--- config.mk ---
export PLATFORM = sky130hd
export DESIGN_NAME = dadda_seq_mult_8x8
export DESIGN_NICKNAME = d
export VERILOG_FILES = /design/src/rtl/dadda_seq_mult_8x8_pkg.sv /design/src/rtl/dadda_seq_mult_8x8_core.sv /design/src/rtl/dadda_seq_mult_8x8.sv
export SDC_FILE = /design/constraint.sdc
export NUM_CORES = 1
export LEC_CHECK = 0
export BUFFER_PORTS_ARGS = -buffer_cell sky130_fd_sc_hd__clkbuf_2
export CAP_MARGIN = 20
export CORE_ASPECT_RATIO = 1.75
export CORE_MARGIN = 8
export CORE_UTILIZATION = 45
export CTS_CLUSTER_SIZE = 25
export DETAILED_ROUTE_END_ITERATION = 12
export MAX_ROUTING_LAYER = met4
export PLACE_DENSITY = 0.65
export SETUP_SLACK_MARGIN = 0.1
export SYNTH_ARGS = -nofsm -noshare
export SYNTH_HDL_FRONTEND = slang
export SYNTH_SLANG_ARGS = --single-unit
--- constraint.sdc ---
create_clock -name clk -period 7.3 [get_ports clk]
set_input_delay 2.19 -clock clk [delete_from_list [all_inputs] [get_ports clk]]
set_output_delay 2.19 -clock clk [all_outputs]
set_load 0.005 [all_outputs]
--- src/rtl/dadda_seq_mult_8x8_pkg.sv ---
// -----------------------------------------------------------------------------
// dadda_seq_pkg
// Shared types and constants for the sequenced 8x8 multiplier built on the
// 4x4 Dadda core.
//   state_t    : controller states (IDLE, CALC, DONE)
//   step_t     : 2-bit partial-product index
//   STEP_LAST  : index of the final partial product
//   step_shift : left-shift applied to each nibble product before accumulation
// -----------------------------------------------------------------------------
package dadda_seq_pkg;

    typedef enum logic [1:0] {
        IDLE = 2'd0,
        CALC = 2'd1,
        DONE = 2'd2
    } state_t;

    typedef logic [1:0] step_t;

    localparam step_t      STEP_LAST = 2'd3;
    localparam logic [3:0] SHIFT_S0  = 4'd0;
    localparam logic [3:0] SHIFT_S1  = 4'd4;
    localparam logic [3:0] SHIFT_S2  = 4'd4;
    localparam logic [3:0] SHIFT_S3  = 4'd8;

    // Weight of each nibble product: lo*lo, lo*hi, hi*lo, hi*hi.
    function automatic logic [3:0] step_shift(input step_t s);
        logic [3:0] sh;
        case (s)
            2'd0:    sh = SHIFT_S0;
            2'd1:    sh = SHIFT_S1;
            2'd2:    sh = SHIFT_S2;
            default: sh = SHIFT_S3;
        endcase
        return sh;
    endfunction

endpackage

--- src/rtl/dadda_seq_mult_8x8_core.sv ---
// -----------------------------------------------------------------------------
// Dadda_Multiplier_4x4
// Combinational 4x4 unsigned multiplier using a Dadda reduction tree
// (column heights 4 -> 3 -> 2) followed by a final two-row adder.
//   A       : in  4  multiplicand
//   B       : in  4  multiplier
//   Product : out 8  A*B
// -----------------------------------------------------------------------------
module Dadda_Multiplier_4x4 (
    input  logic [3:0] A,
    input  logic [3:0] B,
    output logic [7:0] Product
);

    logic [3:0] w_pp [4];
    logic w_s1, w_c1, w_s2, w_c2, w_s3, w_c3;
    logic w_s4, w_c4, w_s5, w_c5, w_s6, w_c6;
    logic [7:0] w_row0, w_row1;

    // w_pp[i][j] = A[i] & B[j], weight i+j
    always_comb begin
        for (int i = 0; i < 4; i++) begin
            for (int j = 0; j < 4; j++) begin
                w_pp[i][j] = A[i] & B[j];
            end
        end
    end

    // Stage 1: bring max column height from 4 down to 3 (columns 3 and 4)
    assign {w_c1, w_s1} = {1'b0, w_pp[0][3]} + {1'b0, w_pp[1][2]};
    assign {w_c2, w_s2} = {1'b0, w_pp[1][3]} + {1'b0, w_pp[2][2]};

    // Stage 2: bring every column down to 2
    assign {w_c3, w_s3} = {1'b0, w_pp[0][2]} + {1'b0, w_pp[1][1]};
    assign {w_c4, w_s4} = {1'b0, w_s1} + {1'b0, w_pp[2][1]} + {1'b0, w_pp[3][0]};
    assign {w_c5, w_s5} = {1'b0, w_s2} + {1'b0, w_pp[3][1]} + {1'b0, w_c1};
    assign {w_c6, w_s6} = {1'b0, w_pp[2][3]} + {1'b0, w_pp[3][2]} + {1'b0, w_c2};

    // Final carry-propagate add of the two remaining rows
    assign w_row0 = {1'b0, w_pp[3][3], w_s6, w_s5, w_s4, w_s3, w_pp[0][1], w_pp[0][0]};
    assign w_row1 = {1'b0, w_c6, w_c5, w_c4, w_c3, w_pp[2][0], w_pp[1][0], 1'b0};
    assign Product = w_row0 + w_row1;

endmodule

--- src/rtl/dadda_seq_mult_8x8.sv ---
// -----------------------------------------------------------------------------
// dadda_seq_mult_8x8
// 8x8 unsigned multiplier that time-shares one 4x4 Dadda core over four
// cycles, accumulating the nibble products into a 16-bit result.
//   clk       : in   1  clock, rising edge
//   rst       : in   1  synchronous active-high reset
//   in_valid  : in   1  A/B valid
//   in_ready  : out  1  ready to accept operands (IDLE)
//   A, B      : in   8  unsigned operands
//   out_valid : out  1  Product holds a completed result (DONE)
//   out_ready : in   1  consumer takes the result
//   Product   : out 16  accumulator; A*B while out_valid
//   busy      : out  1  CALC or DONE
// -----------------------------------------------------------------------------
module dadda_seq_mult_8x8
    import dadda_seq_pkg::*;
(
    input  logic        clk,
    input  logic        rst,
    input  logic        in_valid,
    output logic        in_ready,
    input  logic [7:0]  A,
    input  logic [7:0]  B,
    output logic        out_valid,
    input  logic        out_ready,
    output logic [15:0] Product,
    output logic        busy
);

    state_t      r_state;
    step_t       r_step;
    logic [7:0]  r_a;
    logic [7:0]  r_b;
    logic [15:0] r_acc;

    logic [3:0]  w_core_a;
    logic [3:0]  w_core_b;
    logic [7:0]  w_core_p;
    logic [15:0] w_pp_ext;

    // step[1] picks the high nibble of a, step[0] the high nibble of b,
    // giving the order lo*lo, lo*hi, hi*lo, hi*hi.
    assign w_core_a = r_step[1] ? r_a[7:4] : r_a[3:0];
    assign w_core_b = r_step[0] ? r_b[7:4] : r_b[3:0];

    Dadda_Multiplier_4x4 u_core (
        .A       (w_core_a),
        .B       (w_core_b),
        .Product (w_core_p)
    );

    assign w_pp_ext = {8'h00, w_core_p} << step_shift(r_step);

    always_ff @(posedge clk) begin
        if (rst) begin
            r_state <= IDLE;
            r_step  <= '0;
            r_a     <= '0;
            r_b     <= '0;
            r_acc   <= '0;
        end else begin
            case (r_state)
                IDLE: begin
                    if (in_valid) begin
                        r_a     <= A;
                        r_b     <= B;
                        r_acc   <= '0;
                        r_step  <= '0;
                        r_state <= CALC;
                    end
                end
                CALC: begin
                    // Max result 0xFE01 fits in 16 bits; no carry-out needed.
                    r_acc  <= r_acc + w_pp_ext;
                    r_step <= r_step + 2'd1;
                    if (r_step == STEP_LAST) begin
                        r_state <= DONE;
                    end
                end
                DONE: begin
                    if (out_ready) begin
                        r_state <= IDLE;
                    end
                end
                default: r_state <= IDLE;
            endcase
        end
    end

    // Handshake outputs decode from the state register only.
    assign in_ready  = (r_state == IDLE);
    assign out_valid = (r_state == DONE);
    assign busy      = (r_state == CALC) || (r_state == DONE);
    assign Product   = r_acc;

endmodule

==> results of run 1 <==
-- sequential cells by signal, indices dropped and copies added, names as in the netlist --
signal and cells:
r_a 8, r_step 2, r_b 8, Product 16
r_state 2
-- path summary, 6_finish.rpt --
kind | start | endpoint | cells after the start | slack, ns
worst min-delay path | r_b[3]$_SDFFE_PP0P_ | r_b[3]$_SDFFE_PP0P_ | 2 | 0.45
worst max-delay path | r_step[0]$_SDFFE_PP0P_ | Product[15]$_SDFFE_PP0P_ | 19 | 2.57
worst max register to register | r_step[0]$_SDFFE_PP0P_ | Product[15]$_SDFFE_PP0P_ | 19 | 2.57
worst min register to register | r_b[3]$_SDFFE_PP0P_ | r_b[3]$_SDFFE_PP0P_ | 2 | 0.45
-- layout make-up --
| type | count | area (sq um) |
|---|---|---|
| clock buffer | 5 | 68.82 |
| inverter | 24 | 90.09 |
| sequential | 36 | 720.7 |
| multi-input combinational | 269 | 1899 |
| tap | 80 | 100.1 |
| fill | 680 | 3004 |
| timing repair buffer | 38 | 190.2 |
| clock inverter | 2 | 12.51 |
-- report_power, final --
group / internal, W / switching [W] / total, W
logic: 0.0000824 / 0.000143 / 0.000225
clock network: 0.0000647 / 0.0000762 / 0.000141
registers: 0.000220 / 0.0000183 / 0.000238
total: 0.000367 / 0.000238 / 0.000604
-- through the flow --
stage                     utilization, %  hold slack, ns  area, sq um  power (W)
final                              50.64          0.4531         3082  0.0006042
after detailed placement           49.30          0.4473         3000  0.0004716
after global placement             49.30          0.4445         3000  0.0004667
after CTS                          50.64          0.4579         3082  0.0006129
after global routing               50.64          0.4762         3082  0.0006489
after floorplan                        -          0.4329         2795  0.0004254
-- logic make-up after synthesis --
family	count (synthesis)
simple gates	110
compound gates	96
buf+inv	40
flops	36
fa+ha+maj	34
xor+xnor	16
mux	13
-- cells in the final DEF (no fill, tap or decap), drive strengths merged, types with 10 or more instances in the layout --
cell	netlist	routed
ha	29	29
dfxtp	36	36
o21ai	10	10
nand2	47	47
a21oi	35	35
nor2	30	30
clkbuf	9	43
mux2i	11	11
inv	24	24
-- worst min-delay path: cells and delay by family, from the launching register on --
kind | cells | cell delay (ns)
compound gates | 1 | 0.05
simple gates | 1 | 0.05
flops | 1 | 0.31
-- per-layer routing --
| metal | GRT usage [%] | up-vias | wire, um | share of wire, % |
|---|---|---|---|---|
| li1 | - | 1268 | - | - |
| met1 | 14.57 | 1137 | 2487 | 38 |
| met2 | 28.41 | 59 | 3588 | 54 |
| met3 | 2.239 | 28 | 189 | 2.9 |
| met4 | 9.443 | 0 | 337 | 5.1 |
| met5 | - | - | 0 | 0 |
==> results.py, run 1 <==
metrics = {
    "sta": {
        "min_period_ns": 4.728,
        "fin_skew_ns": 0.008214,
        "finalSetupViolations": 0,
        "final_hold_viol_count": 0,
        "maxSlewViolCount": 0,
        "rsz0062_at_grt": "false",
        "worst_slew_pin_slew_ns": 0.5852,
        "fin_ws_ns": 2.572,
        "relSlewSlack_pct": 60.99,
        "fmax_mhz": 211.5,
        "finalSetupTns_ns": 0,
        "fin_crit_sh_pct": 64.77,
    },
    "yosys": {
        "synth_fa_ha_area_share_pct": 16.56,
        "syn_nets": 399,
        "synth_compound_area_share_pct": 23.68,
        "synth_area_sq_mm": 0.002795,
        "yosysWarnings": 0,
        "synthTopCellsByCount": "nand2_1 (47), dfxtp_1 (36), a21oi_1 (34), nor2_1 (30), ha_1 (29)",
        "synth_cells": 345,
        "avgSynthCellArea_sq_um": 8.102,
        "ys_ff_latch": 36,
        "synth_edf_count": 0,
        "synthArstFlopShare_pct": 0,
        "synth_top_cell_by_area": "dfxtp_1",
        "synth_xor_area_share_pct": 5.013,
        "yosysSeqAreaShare_pct": 25.78,
        "synth_top_family_by_area": "compound AO/OA/AOI/OAI gates",
        "synth_mux_area_share_pct": 4.745,
        "yosys-top-cells-area": "dfxtp_1 (26%), ha_1 (13%), nand2_1 (6.3%)",
        "synth_cell_types": 50,
        "synth.most_common_cell": "nand2_1",
        "yosysTopAreaCellShare_pct": 25.78,
        "yosys.area_share.simple_pct": 17.95,
        "synth_flop_cell": "dfxtp_1",
    },
    "clocking": {
        "clock-root-buffer": "clkbuf_8",
        "cts.htree.levels": 2,
        "clkLatencyLatePin_ns": 0.29,
        "cts_tree": "built",
        "clk_pin_slew_worst_paths_ns": 0.08,
        "numCtsBuffers": 5,
        "cts_setup_buffers": 0,
        "cts_hold_buf": 0,
        "clkSinkCount": 36,
        "cts-resized-gates": 0,
        "cts_buffer_depth": 2,
    },
    "setup_path": {
        "slowest_stage": "dfxtp_1",
        "worst-path-max-fanout": 7,
        "worst_path_largest_cell_delay_ns": 0.54,
        "end_kind": "flip-flop",
        "cp-start-kind": "flip-flop",
        "cp.required_ns": 7.49,
        "cp_top_family": "compound AO/OA/AOI/OAI gates",
        "worstPathCellList": "mux2i_1 -> nor2_1 -> ha_1 -> inv_1 -> fa_1 -> inv_1 -> ha_1 -> a21oi_1 -> o21bai_1 -> nand2_1 -> nor4_1 -> a211o_1 -> ha_1 -> a21o_1 -> a211o_1 -> a22oi_2 -> nand3_1 -> and4b_1 -> a211o_1",
        "worstPathArrival_ns": 4.92,
        "crit_type": "flip-flop to flip-flop",
        "crit_buf_inv": 2,
    },
    "place": {
        "port_buffers": 38,
        "dp_slack_ns": 2.572,
        "hpwlAfterDp_mm": 5.512,
        "gp_congestion": 0.8592,
        "placed_cells": 447,
    },
    "power": {
        "p_leak_nw": 1.489,
        "powerDensity_mw_per_mm2": 196.1,
        "irDropWorstVdd_uv": 138.8,
    },
    "route": {
        "wl_mm": 6.603,
        "drt_iter0_drc": 59,
        "drt_pre_antenna_iters": 4,
        "drc": 0,
        "drt-wirelength-per-cell_um": 14.54,
        "ant_nets": 0,
        "vias": 2492,
        "viasPerCell": 5.489,
    },
    "finish": {
        "final_nets": 428,
        "layout.cells.non_filler": 454,
        "syn_to_final_growth_pct": 10.25,
        "antenna_cells": 0,
        "layout-drive-gt1-share_pct": 15.51,
    },
    "grt": {
        "grt.total_usage_pct": 15.65,
        "grt_start_max_net_pins": 30,
        "antenna_found_initial": 0,
        "first_global_vias": 2486,
        "grt_overflow": 0,
        "grt_pass1_wl_mm": 10.95,
    },
    "floorplan": {
        "initial_core_util_pct": 45.93,
        "core_area_sq_mm": 0.006086,
        "ioPinCount": 39,
        "dieWidth_um": 75.58,
        "die_h_um": 120.3,
        "rows": 38,
        "die_area_sq_mm": 0.009089,
    },
    "hold_path": {
        "hold_class": "flip-flop to flip-flop",
    },
    "status": {
        "outcome": "finished, final reports clean",
    },
    "job": {
        "max_cap_violations": 0,
    },
}
Power figures use the tool's default switching activity.
==> inputs of run 2 (changes only) <==
ABC_AREA = 1   (was default)
PLACE_DENSITY = default   (was 0.65)
clock period = 4.55 ns   (was 7.3 ns; I/O delays follow)
==> run 2 against run 1 <==
Critical path depth is 7 higher. Setup slack lost 2.2 ns. Via count is 17% higher. Fmax grew 14%. Sequential share of layout area is 2.0 points lower. Global-route usage is 2.3 points higher. Synthesized cell count rose by 25%. Register-to-register slack worse by 2.2 ns. Wire length grew 20%. Non-clock buffer count up 7. Final area rose by 10%.
==> results.py, run 2 <==
metrics = {
    "status": {
        "outcome": "finished, final reports clean",
    },
    "setup_path": {
        "crit_type": "flip-flop to flip-flop",
        "end_kind": "flip-flop",
        "cp.required_ns": 4.72,
        "slowest_stage": "fa_1",
        "worstPathArrival_ns": 4.32,
        "cp-start-kind": "flip-flop",
        "cpMostUsedCell": "inv_1",
        "worst-path-max-fanout": 7,
        "worst_path_largest_cell_delay_ns": 0.53,
    },
    "grt": {
        "grt_use_met3_pct": 3.097,
        "antenna_found_initial": 0,
        "first_global_vias": 2879,
        "grt_use_met1_pct": 15.06,
        "grt.total_usage_pct": 17.95,
        "grt_overflow": 0,
        "grt_pass1_wl_mm": 13.16,
        "gr-usage-met2_pct": 36.73,
        "grt_start_max_net_pins": 37,
        "top_usage_layer": "met2",
    },
    "route": {
        "viasPerCell": 5.261,
        "drt-wirelength-per-cell_um": 14.39,
        "drt_pre_antenna_iters": 4,
        "wl_mm": 7.943,
        "drt_iter0_drc": 116,
        "drc": 0,
        "ant_nets": 0,
        "vias": 2904,
    },
    "power": {
        "power.internal_w": 0.0006748,
        "p_sw_w": 0.0005357,
        "irDropWorstVdd_uv": 320.5,
        "pwr-share-comb_pct": 47.7,
        "p_clk_share_pct": 19.3,
        "powerDensity_mw_per_mm2": 356.1,
        "swShare_pct": 44.25,
        "power_frac_seq_pct": 33.0,
        "p_leak_nw": 1.608,
    },
    "sta": {
        "fin_crit_sh_pct": 91.19,
        "maxSlewViolCount": 0,
        "finalSetupViolations": 0,
        "fin_skew_ns": 0.01495,
        "fmax_mhz": 241.0,
        "fin_ws_ns": 0.4007,
        "min_period_ns": 4.149,
        "final_hold_viol_count": 0,
        "holdWs_ns": 0.4619,
        "worst_slew_pin_slew_ns": 0.8057,
        "relSlewSlack_pct": 46.28,
        "rsz0062_at_grt": "false",
    },
    "floorplan": {
        "die_area_sq_mm": 0.009307,
        "dieWidth_um": 76.44,
        "rows": 38,
        "ioPinCount": 39,
        "initial_core_util_pct": 46.54,
        "die_h_um": 121.8,
        "core_area_sq_mm": 0.006181,
    },
    "yosys": {
        "avgSynthCellArea_sq_um": 6.690,
        "synth_edf_count": 0,
        "synth_cell_types": 36,
        "synthTopCellsByCount": "nand2_1 (113), a21oi_1 (49), inv_1 (43), nor2_1 (41), dfxtp_1 (36)",
        "synth_area_sq_mm": 0.002877,
        "synth_flop_cell": "dfxtp_1",
        "yosys-top-cells-area": "dfxtp_1 (25%), nand2_1 (15%), ha_1 (13%)",
        "synth_cells": 430,
        "synth.most_common_cell": "nand2_1",
        "ys_ff_latch": 36,
        "syn_nets": 484,
        "synthArstFlopShare_pct": 0,
        "yosysSeqAreaShare_pct": 25.05,
        "yosysWarnings": 0,
        "yosysTopAreaCellShare_pct": 25.05,
        "synth_top_cell_by_area": "dfxtp_1",
    },
    "clocking": {
        "cts_buffer_depth": 2,
        "clk_pin_slew_worst_paths_ns": 0.08,
        "numCtsBuffers": 5,
        "clock-root-buffer": "clkbuf_8",
        "cts.htree.levels": 2,
        "clkSinkCount": 36,
        "cts_tree": "built",
        "clkLatencyLatePin_ns": 0.31,
    },
    "finish": {
        "layout-drive-gt1-share_pct": 22.46,
        "antenna_cells": 0,
        "layout.cells.non_filler": 552,
        "syn_to_final_growth_pct": 18.18,
        "mostFrequentLayoutCell": "nand2_1",
        "mostFrequentLayoutCells": "nand2_1 (110), a21oi_1 (47), inv_1 (42)",
        "final_nets": 525,
        "final_util_pct": 55.00,
        "largest_register_ffs": 16,
    },
    "place": {
        "port_buffers": 38,
        "hpwlAfterDp_mm": 6.370,
        "gp_congestion": 1.024,
        "dp_slack_ns": -0.1631,
        "placed_cells": 542,
    },
    "job": {
        "max_cap_violations": 0,
    },
    "hold_path": {
        "hold_class": "flip-flop to flip-flop",
    },
}
run 2: timing repair:
action / CTS / global route
cloned: 0 / 0
hold buffers: 0 / 0
setup buffers: 0 / 2
setup endpoints to repair: 8 / 10
pin swaps: 1 / 7
resized for setup: 10 / 22
run 2: metal layers:
| metal | share of wire (%) | up-vias |
|---|---|---|
| li1 | - | 1493 |
| met1 | 36 | 1354 |
| met2 | 59 | 44 |
| met3 | 2.3 | 13 |
| met4 | 3.0 | 0 |
| met5 | 0 | - |
run 2: worst paths after layout:
path	from	end	slack (ns)	depth (start not counted)
worst max-delay path	r_step[1]$_SDFFE_PP0P_	Product[15]$_SDFFE_PP0P_	0.40	26
worst min-delay path	r_b[4]$_SDFFE_PP0P_	r_b[4]$_SDFFE_PP0P_	0.46	2
worst max register to register	r_step[1]$_SDFFE_PP0P_	Product[15]$_SDFFE_PP0P_	0.40	26
worst min register to register	r_b[4]$_SDFFE_PP0P_	r_b[4]$_SDFFE_PP0P_	0.46	2
run 2: layout make-up:
| class | count | area (sq um) |
|---|---|---|
| fillers | 658 | 2781 |
| multi-input cells | 335 | 2066 |
| flip-flops and latches | 36 | 725.7 |
| repair buffers | 45 | 242.7 |
| inverters | 48 | 180.2 |
| well taps | 80 | 100.1 |
| clock buffers | 7 | 76.32 |
| clock inverters | 1 | 8.758 |
run 2: cells by family after synthesis:
kind of cell    synth area share (%)
xor+xnor                       1.522
simple gates                   31.14
buf+inv                        7.916
flops                          25.05
compound gates                 16.88
fa+ha+maj                      16.09
mux                            1.392
run 2: worst max-delay path: cells and delay by family (launching register included):
kind	cells	cell delay, ns
simple gates	12	1.36
fa+ha+maj	4	1.34
flops	1	0.42
compound gates	4	0.41
buf+inv	5	0.29
xor+xnor	1	0.20
run 2: stage by stage:
stage	cell area (sq um)	total power, W	TNS, ns
6_report	3400	0.001210	0
5_1_grt	3400	0.001311	0
4_1_cts	3271	0.001186	0
3_5_place_dp	3157	0.0009421	-0.5194
3_3_place_gp	3157	0.0009354	-0.3968
2_1_floorplan	2877	0.0007835	0
run 2: power groups by stage:
| stage | Clock [W] | Combinational [W] | Sequential, W |
|---|---|---|---|
| 6_report | 0.000234 | 0.000578 | 0.000399 |
| 5_1_grt | 0.000252 | 0.000655 | 0.000405 |
| 4_1_cts | 0.000241 | 0.000553 | 0.000392 |
| 3_5_place_dp | 0 | 0.000546 | 0.000396 |
| 3_3_place_gp | 0 | 0.000540 | 0.000396 |
| 2_1_floorplan | 0 | 0.000398 | 0.000386 |
==> inputs of run 3 (changes only) <==
==> constraint.sdc (replaced) <==
create_clock -name clk -period 4.55 [get_ports clk]
set_input_delay 0.455 -clock clk [delete_from_list [all_inputs] [get_ports clk]]
set_output_delay 0.455 -clock clk [all_outputs]
set_load 0.005 [all_outputs]
==> run 3 against run 2 <==
Die area unchanged. Final area up 1.6%. Hold slack lost 0.091 ns. Global-route usage grew 0.096 points. Non-clock buffer count rose by 7. Total power increased by 3.1%. Critical path depth increased by 2. First-iteration DRC count is 0.86% lower. Critical path type unchanged. Highest routed layer unchanged.
==> results.py, run 3 (synthesized netlist as in run 2, its figures left out) <==
metrics = {
    "route": {
        "vias": 2907,
        "ant_nets": 0,
        "drc": 0,
        "wl_mm": 8.022,
        "drt_iter0_drc": 115,
        "drt-wirelength-per-cell_um": 14.35,
        "viasPerCell": 5.200,
        "drt_pre_antenna_iters": 4,
    },
    "finish": {
        "final_cell_area_sq_mm": 0.003453,
        "final_nets": 532,
        "final_util_pct": 55.87,
        "layout.cells.non_filler": 559,
        "syn_to_final_growth_pct": 20.05,
        "antenna_cells": 0,
        "largest_register_ffs": 16,
        "regArea_sq_um": 728.2,
        "layout-drive-gt1-share_pct": 23.59,
        "mostFrequentLayoutCell": "nand2_1",
        "mostFrequentLayoutCells": "nand2_1 (111), a21oi_1 (47), inv_1 (43)",
        "multi_input_area_sq_mm": 0.002062,
        "fill_cells": 630,
    },
    "hold_path": {
        "min_to": "r_a[3]$_SDFFE_PP0P_",
        "hold_path_startpoint": "A[3]",
        "hold_class": "input port to flip-flop",
        "whs_path_depth": 3,
    },
    "clocking": {
        "cts_tree": "built",
        "clkSinkCount": 36,
        "cts_hold_buf": 0,
        "clkLatencyLatePin_ns": 0.30,
        "clk_pin_slew_worst_paths_ns": 0.08,
        "clock-root-buffer": "clkbuf_8",
        "cts_buffer_depth": 2,
        "cts.htree.levels": 2,
        "numCtsBuffers": 5,
    },
    "setup_path": {
        "cp-start-kind": "flip-flop",
        "cpMostUsedCell": "nand2_1",
        "r2r_cells": 28,
        "slowest_stage": "fa_1",
        "rr_endpoint": "Product[15]$_SDFFE_PP0P_",
        "reg2reg_slack_ns": 0.36,
        "timing.rr.start": "r_step[1]$_SDFFE_PP0P_",
        "worst_path_largest_cell_delay_ns": 0.52,
        "crit_type": "flip-flop to flip-flop",
        "worstPathArrival_ns": 4.35,
        "worst-path-max-fanout": 7,
        "cp.required_ns": 4.71,
        "end_kind": "flip-flop",
    },
    "power": {
        "pwr-share-comb_pct": 48.8,
        "irDropWorstVdd_uv": 265.3,
        "p_sw_w": 0.0005544,
        "swShare_pct": 44.41,
        "power.internal_w": 0.0006939,
        "p_clk_share_pct": 19.1,
        "p_leak_nw": 1.638,
        "powerDensity_mw_per_mm2": 361.5,
        "power_frac_seq_pct": 32.2,
        "finalPower_w": 0.001248,
    },
    "sta": {
        "finalSetupViolations": 0,
        "rsz0062_at_grt": "false",
        "final_hold_viol_count": 0,
        "relSlewSlack_pct": 46.34,
        "fin_skew_ns": 0.005629,
        "finalSetupTns_ns": 0,
        "fmax_mhz": 238.9,
        "worst_slew_pin_slew_ns": 0.8048,
        "fin_crit_sh_pct": 91.99,
        "min_period_ns": 4.186,
        "maxSlewViolCount": 0,
    },
    "job": {
        "max_cap_violations": 0,
    },
    "grt": {
        "grt_pass1_wl_mm": 13.10,
        "grt_overflow": 0,
        "grt.total_usage_pct": 18.05,
        "grt_use_met1_pct": 15.58,
        "grt_start_max_net_pins": 37,
        "antenna_found_initial": 0,
        "gr-usage-met2_pct": 35.92,
        "grt_use_met3_pct": 2.729,
        "top_usage_layer": "met2",
        "first_global_vias": 2890,
    },
    "floorplan": {
        "initial_core_util_pct": 46.54,
        "die_area_sq_mm": 0.009307,
        "core_area_sq_mm": 0.006181,
        "dieWidth_um": 76.44,
        "rows": 38,
        "ioPinCount": 39,
        "die_h_um": 121.8,
    },
    "place": {
        "gp_congestion": 0.9252,
        "port_buffers": 38,
        "placed_cells": 545,
        "hpwlAfterDp_mm": 6.482,
        "dpl_cell_area_sq_mm": 0.003179,
    },
    "status": {
        "outcome": "finished, final reports clean",
    },
}
run 3: repair_timing:
action	CTS	global route
resized for setup	5	27
setup buffers	0	6
gates cloned	0	0
pin swaps	0	8
setup endpoints to repair	8	10
run 3: layout make-up:
type | instances | share of cell area (%)
Clock inverter | 3 | 0.5435
Timing Repair Buffer | 52 | 8.551
Multi-Input combinational cell | 335 | 59.71
Clock buffer | 5 | 1.993
Sequential cell | 36 | 21.09
Inverter | 48 | 5.217
Tap cell | 80 | 2.899
run 3: worst max-delay path by stage:
stage	slack, ns	start	end
floorplan	0.54	r_step[1]$_SDFFE_PP0P_	Product[15]$_SDFFE_PP0P_
global placement	-0.09	r_step[1]$_SDFFE_PP0P_	Product[11]$_SDFFE_PP0P_
detailed placement	-0.16	r_step[1]$_SDFFE_PP0P_	Product[11]$_SDFFE_PP0P_
CTS	0.12	r_step[1]$_SDFFE_PP0P_	Product[15]$_SDFFE_PP0P_
global route	0.09	r_step[1]$_SDFFE_PP0P_	Product[15]$_SDFFE_PP0P_
finish	0.36	r_step[1]$_SDFFE_PP0P_	Product[15]$_SDFFE_PP0P_
run 3: stage by stage:
step                      worst slack [ns]  hold slack (ns)
after floorplan                     0.5438           0.4405
after global placement            -0.09166           0.4509
after detailed placement           -0.1641           0.4544
after CTS                           0.1166           0.3701
after global routing               0.08765           0.3773
final                               0.3643           0.3711
run 3: power groups by stage:
stage               sequential [W]  combinational [W]  clock, W
floorplan                 0.000386           0.000398         0
global placement          0.000397           0.000549         0
detailed placement        0.000398           0.000557         0
CTS                       0.000391           0.000572  0.000243
global route              0.000407           0.000692  0.000253
finish                    0.000401           0.000609  0.000238
run 3: per-layer routing:
layer / routed length (um) / up-vias
li1: - / 1498
met1: 2723 / 1321
met2: 4705 / 62
met3: 212 / 26
met4: 380 / 0
met5: 0 / -
run 3: worst max-delay path: cells and delay by family (launching register included):
kind	cells	cell delay (ns)
AO/OA/AOI/OAI	3	0.23
XOR/XNOR	1	0.18
adder cells (fa/ha/maj)	4	1.39
buffers and inverters	6	0.39
flip-flops	1	0.42
AND/OR/NAND/NOR	14	1.42
